<file path="src/rtl/sqrt_fpu_frontend.sv">
// Front end for the lampFPU square-root core. It unpacks and classifies the operand and
// issues it to the core, then normalizes, rounds (RNE) and packs the core's result.
module sqrt_fpu_frontend (
  input  logic        clk,
  input  logic        rst,
  input  logic        doOp_i,
  input  logic [15:0] op_i,
  input  logic        invSqrt_i,
  output logic        doSqrt_o,
  output logic [7:0]  s_o,
  output logic        is_exp_odd_o,
  output logic        invSqrt_o,
  output logic        special_case_o,
  input  logic        sqrt_valid_i,
  input  logic [15:0] sqrt_res_i,
  output logic        busy_o,
  output logic        valid_o,
  output logic [15:0] res_o,
  output logic [2:0]  flags_o,
  output logic [1:0]  dbg_state
);
  localparam int LAMP_FLOAT_DW   = 16;
  localparam int LAMP_FLOAT_E_DW = 8;
  localparam int LAMP_FLOAT_F_DW = 7;

  typedef enum logic [1:0] {IDLE, ISSUE, WAIT, ROUND} state_t;
  state_t state, state_nxt;

  // Handshake: a request is taken on any cycle where doOp_i=1 and the FSM is in IDLE
  // or in ROUND (the valid_o cycle). The core answers once per doSqrt_o pulse with a
  // one-cycle sqrt_valid_i, which is only honoured in WAIT.
  logic accept;
  assign accept = doOp_i && (state == IDLE || state == ROUND);

  logic                       op_sign;
  logic [LAMP_FLOAT_E_DW-1:0] op_exp;
  logic [LAMP_FLOAT_F_DW-1:0] op_frac;
  logic op_zero, op_inf, op_nan, op_neg, op_special;
  assign op_sign    = op_i[LAMP_FLOAT_DW-1];
  assign op_exp     = op_i[LAMP_FLOAT_DW-2:LAMP_FLOAT_F_DW];
  assign op_frac    = op_i[LAMP_FLOAT_F_DW-1:0];
  assign op_zero    = (op_exp == '0);
  assign op_inf     = (op_exp == '1) && (op_frac == '0);
  assign op_nan     = (op_exp == '1) && (op_frac != '0);
  assign op_neg     = op_sign && !op_zero && !op_nan;
  assign op_special = op_zero || op_inf || op_nan || op_neg;

  // Subnormals land in op_zero, so they flush to a signed zero here.
  logic [15:0] spec_res_nxt;
  logic [2:0]  spec_flags_nxt;
  always_comb begin
    spec_res_nxt   = 16'h0000;
    spec_flags_nxt = 3'b000;
    if (op_nan) begin
      spec_res_nxt = 16'h7FC0;
    end else if (op_neg) begin
      spec_res_nxt   = 16'h7FC0;
      spec_flags_nxt = 3'b100;
    end else if (op_zero) begin
      if (invSqrt_i) begin
        spec_res_nxt   = {op_sign, 8'hFF, 7'h00};
        spec_flags_nxt = 3'b010;
      end else begin
        spec_res_nxt = {op_sign, 15'h0000};
      end
    end else if (op_inf) begin
      spec_res_nxt = invSqrt_i ? 16'h0000 : 16'h7F80;
    end
  end

  // k = floor(e/2); the result exponent is 127 +/- k before normalization.
  logic signed [8:0] unb_exp, half_exp;
  logic [7:0]        exp_base_nxt;
  assign unb_exp      = $signed({1'b0, op_exp}) - 9'sd127;
  assign half_exp     = unb_exp >>> 1;
  assign exp_base_nxt = invSqrt_i ? 8'(9'sd127 - half_exp) : 8'(9'sd127 + half_exp);

  logic [7:0]  exp_base;
  logic [15:0] spec_res;
  logic [2:0]  spec_flags;
  always_ff @(posedge clk or posedge rst) begin
    if (rst) begin
      s_o            <= '0;
      is_exp_odd_o   <= 1'b0;
      invSqrt_o      <= 1'b0;
      special_case_o <= 1'b0;
      exp_base       <= '0;
      spec_res       <= '0;
      spec_flags     <= '0;
    end else if (accept) begin
      s_o            <= op_special ? 8'h00 : {1'b1, op_frac};
      is_exp_odd_o   <= op_special ? 1'b0 : unb_exp[0];
      invSqrt_o      <= invSqrt_i;
      special_case_o <= op_special;
      exp_base       <= exp_base_nxt;
      spec_res       <= spec_res_nxt;
      spec_flags     <= spec_flags_nxt;
    end
  end

  // Normalize [0.5,2) to [1,2), then round to nearest even on the 7-bit fraction.
  logic [15:0] norm;
  logic [7:0]  exp_n, exp_r, frac_r;
  logic [6:0]  frac;
  logic        guard, sticky, round_up;
  assign norm     = sqrt_res_i[15] ? sqrt_res_i : {sqrt_res_i[14:0], 1'b0};
  assign exp_n    = sqrt_res_i[15] ? exp_base : exp_base - 8'd1;
  assign frac     = norm[14:8];
  assign guard    = norm[7];
  assign sticky   = |norm[6:0];
  assign round_up = guard && (sticky || frac[0]);
  assign frac_r   = {1'b0, frac} + {7'd0, round_up};
  assign exp_r    = exp_n + {7'd0, frac_r[7]};

  always_ff @(posedge clk or posedge rst) begin
    if (rst) begin
      res_o   <= '0;
      flags_o <= '0;
    end else if (state == WAIT && sqrt_valid_i) begin
      res_o   <= special_case_o ? spec_res : {1'b0, exp_r, frac_r[6:0]};
      flags_o <= special_case_o ? spec_flags : {2'b00, guard | sticky};
    end
  end

  always_ff @(posedge clk or posedge rst) begin
    if (rst) state <= IDLE;
    else     state <= state_nxt;
  end

  always_comb begin
    state_nxt = state;
    case (state)
      IDLE:    if (accept) state_nxt = ISSUE;
      ISSUE:   state_nxt = WAIT;
      WAIT:    if (sqrt_valid_i) state_nxt = ROUND;
      ROUND:   state_nxt = accept ? ISSUE : IDLE;
      default: state_nxt = IDLE;
    endcase
  end

  always_comb begin
    doSqrt_o  = (state == ISSUE);
    busy_o    = (state != IDLE);
    valid_o   = (state == ROUND);
    dbg_state = state;
  end
endmodule

</file>
<file path="config.mk">
export PLATFORM = sky130hd
export DESIGN_NAME = sqrt_fpu_frontend
export DESIGN_NICKNAME = d
export VERILOG_FILES = /design/src/rtl/sqrt_fpu_frontend.sv
export SDC_FILE = /design/constraint.sdc
export NUM_CORES = 1
export LEC_CHECK = 0
export CELL_PAD_IN_SITES_DETAIL_PLACEMENT = 0
export CELL_PAD_IN_SITES_GLOBAL_PLACEMENT = 1
export CORE_MARGIN = 3
export CORE_UTILIZATION = 40
export CTS_CLUSTER_DIAMETER = 60
export DETAILED_ROUTE_END_ITERATION = 6
export PLACE_DENSITY_LB_ADDON = 0.1
export SLEW_MARGIN = 5
export SYNTH_ARGS = -nofsm -noshare
export SYNTH_HDL_FRONTEND = slang
export SYNTH_SLANG_ARGS = --single-unit
</file>
<file path="constraint.sdc">
create_clock -name clk -period 4.4 [get_ports clk]
set_input_delay 0.44 -clock clk [delete_from_list [all_inputs] [get_ports clk]]
set_output_delay 0.44 -clock clk [all_outputs]
set_load 0.05 [all_outputs]
</file>
==> impl_metrics.env <==
export IMPL_status="complete, no violations"
export IMPL_syn_avg_cell_area_um2=9.09
export IMPL_synth_distinct_cells=49
export IMPL_final_core_util_pct=54.1
export IMPL_vdd_drop_max_v=0.000413
export IMPL_max_cap_violations=0
export IMPL_detailed_place_hpwl_um=4850
export IMPL_synth_edf_count=0
export IMPL_drcViolationCount=0
export IMPL_ctsResizeCount=0
export IMPL_htree_num_levels=2
export IMPL_grt_first_pass_wirelength_um=10900
export IMPL_firstDrtPassIters=4
export IMPL_grt_usage_pct=16.1
export IMPL_start_util_pct=41.4
export IMPL_post_route_cell_area_um2=3700
export IMPL_cts_root_buf="clkbuf_8"
export IMPL_grt_overflow_total=0
export IMPL_clkSlewWorstSetupHoldPaths_ps=90
export IMPL_worst_slack_ps=1090
export IMPL_postPlaceCellArea_um2=3580
export IMPL_async_flop_share_pct=100
export IMPL_hold_path_cell_count=2
export IMPL_worstSetupEndpointType="flip-flop"
export IMPL_die_y_um=90.1
export IMPL_rsz0062_at_grt="no"
export IMPL_fmax_ghz=0.302
export IMPL_synth_seq_cells=45
export IMPL_syn_inst=311
export IMPL_ys_warn_count=0
export IMPL_crit_type="input pin to flip-flop"
export IMPL_wl_per_cell_um=13.5
export IMPL_final_cells=467
export IMPL_antenna_left=0
export IMPL_cts_setup_buffers=0
export IMPL_cts_buffer_depth=2
export IMPL_routabilityCongestion=0.796
export IMPL_pre_cts_slack_ps=722
export IMPL_finalPower_mw=2.46
export IMPL_die_area_um2=8110
export IMPL_clk_latency_ps=300
export IMPL_vias_per_cell=4.99
export IMPL_cts_buffers=5
export IMPL_ys_seq_area_share_pct=39.8
export IMPL_max_slew_margin_pct=39.2
export IMPL_startpoint_type="input pin"
export IMPL_antenna_cells=0
export IMPL_worst_slew_pin_slew_ps=911
export IMPL_rows=30
export IMPL_holdBufCountCts=0
export IMPL_drt_iter0_markers=56
export IMPL_reg2regPathDepth=8
export IMPL_grt_max_degree=46
export IMPL_hp_class="flip-flop to flip-flop"
export IMPL_synthFlopType="dfrtp_1"
export IMPL_worstPathMaxFanout=4
export IMPL_tritoncts="done"
export IMPL_ios=72
export IMPL_finalSetupTns_ps=0
export IMPL_period_share_pct=75.2
export IMPL_vias=2332
export IMPL_fin_nets=419
export IMPL_grt_pass1_vias=2328
export IMPL_drive_gt1_share_pct=5.39
export IMPL_arrival_ps=3500
export IMPL_p_leak_nw=1.55
export IMPL_hold_violations=0
export IMPL_port_buffers=71
export IMPL_synthToLayoutAreaGrowth_pct=30.9
export IMPL_synth_cell_area_um2=2830
export IMPL_finalClockSkew_ps=7.02
export IMPL_routed_wl_um=6330
export IMPL_synthesis_nets=360
export IMPL_die_w_um=90.1
export IMPL_yosysTopAreaCellShare_pct=39.8
export IMPL_coreArea_um2=6830
export IMPL_numClockSinks=45
export IMPL_yosys_area_top_type="dfrtp_1"
export IMPL_min_period_ps=3310
export IMPL_antenna_found_initial=0
export IMPL_power_per_cell_area_nw_per_um2=666
export IMPL_placedCellCount=459
export IMPL_report_final_slew_viol_count=0
export IMPL_cp_data_required_time_ps=4590
export IMPL_finalSetupViolations=0
export IMPL_synth_area_leaders="dfrtp_1 40%, xnor2_1 6.2%, nand2_1 5.8%"
export IMPL_whs_ps=485
-- kinds of logic after synthesis --
group	Yosys count	share of synthesized area, %
and+or+nand+nor	108	20.5
AOI/OAI and AO/OA	75	17.4
DFF	45	39.8
buffers and inverters	34	5.05
xor gates and xnor gates	29	8.99
adders and majority gates	12	5.31
muxes	8	2.97
-- layout by cell type, fill, tap and decap left out, types with 10 or more instances in the layout --
master and instances:
xnor2_1 20, clkdlybuf4s50_1 71, inv_1 12, nor2_1 16, o21ai_0 20, a22o_1 10
nand2_1 44, dfrtp_1 45, a21oi_1 17, ha_1 12
-- final cells by class --
cell class                      instances  area (um^2)
Tap cell                               96          120
Clock inverter                          2         37.5
Inverter                               13         48.8
Timing Repair Buffer                   73          726
Multi-Input combinational cell        232         1560
Clock buffer                            6         82.6
Fill cell                             660         3130
Sequential cell                        45         1130
-- where the power goes --
part	leakage (nW)	total, mW	internal, mW	switching [mW]
combinational	0.927	1.40	0.524	0.881
sequential	0.571	0.725	0.583	0.142
clock	0.0574	0.331	0.185	0.146
total	1.55	2.46	1.29	1.17
-- registers in the layout (all words and copies together) (netlist names) --
name and flops:
dbg_state 2, exp_base 8, flags_o 3, invSqrt_o 1, is_exp_odd_o 1, res_o 16
s_o 8, spec_flags 2, spec_res 3, special_case_o 1
-- cells in the mapped netlist (all sizes together), types with 5 or more instances --
| cell | count |
|---|---|
| inv | 13 |
| a31oi | 5 |
| a22o | 10 |
| clkbuf | 18 |
| ha | 12 |
| nand2 | 45 |
| a21oi | 17 |
| nand3 | 10 |
| nor3 | 6 |
| mux2i | 5 |
| o21ai | 23 |
| xnor2 | 20 |
| dfrtp | 45 |
| nor2 | 16 |
| xor2 | 9 |
-- path summary, 6_finish.rpt --
check / slack (ps) / to / startpoint
max: 1090 / res_o[14] / sqrt_res_i[1]
min reg2reg: 490 / spec_res[6] / spec_res[6]
min: 490 / spec_res[6] / spec_res[6]
max reg2reg: 2120 / res_o[14] / exp_base[0]
min in group asynchronous: 660 / res_o[0] / rst
max in group asynchronous: 3180 / exp_base[4] / rst
-- layer usage --
metal	part of all wire, %	routed length (um)	vias up	global-route usage (%)
met5	0	0	-	0
met4	1.0	65	0	4.46
met3	5.8	370	4	4.94
met2	46	2910	52	26.1
met1	47	2980	1069	20.8
li1	-	-	1207	-
-- worst max-delay path, cell delays in order --
cell and delay [ps]:
clkdlybuf4s50_1 390, or4_1 500, a2111oi_0 410, a21oi_1 140, ha_1 210, nand2_1 70, a21oi_1 70, and3_1 200
o21ai_0 100, nor2_1 100, ha_1 250, nand2_4 90, nor4b_4 50, xnor2_1 150, a221o_1 320
Power figures use the tool's default switching activity.
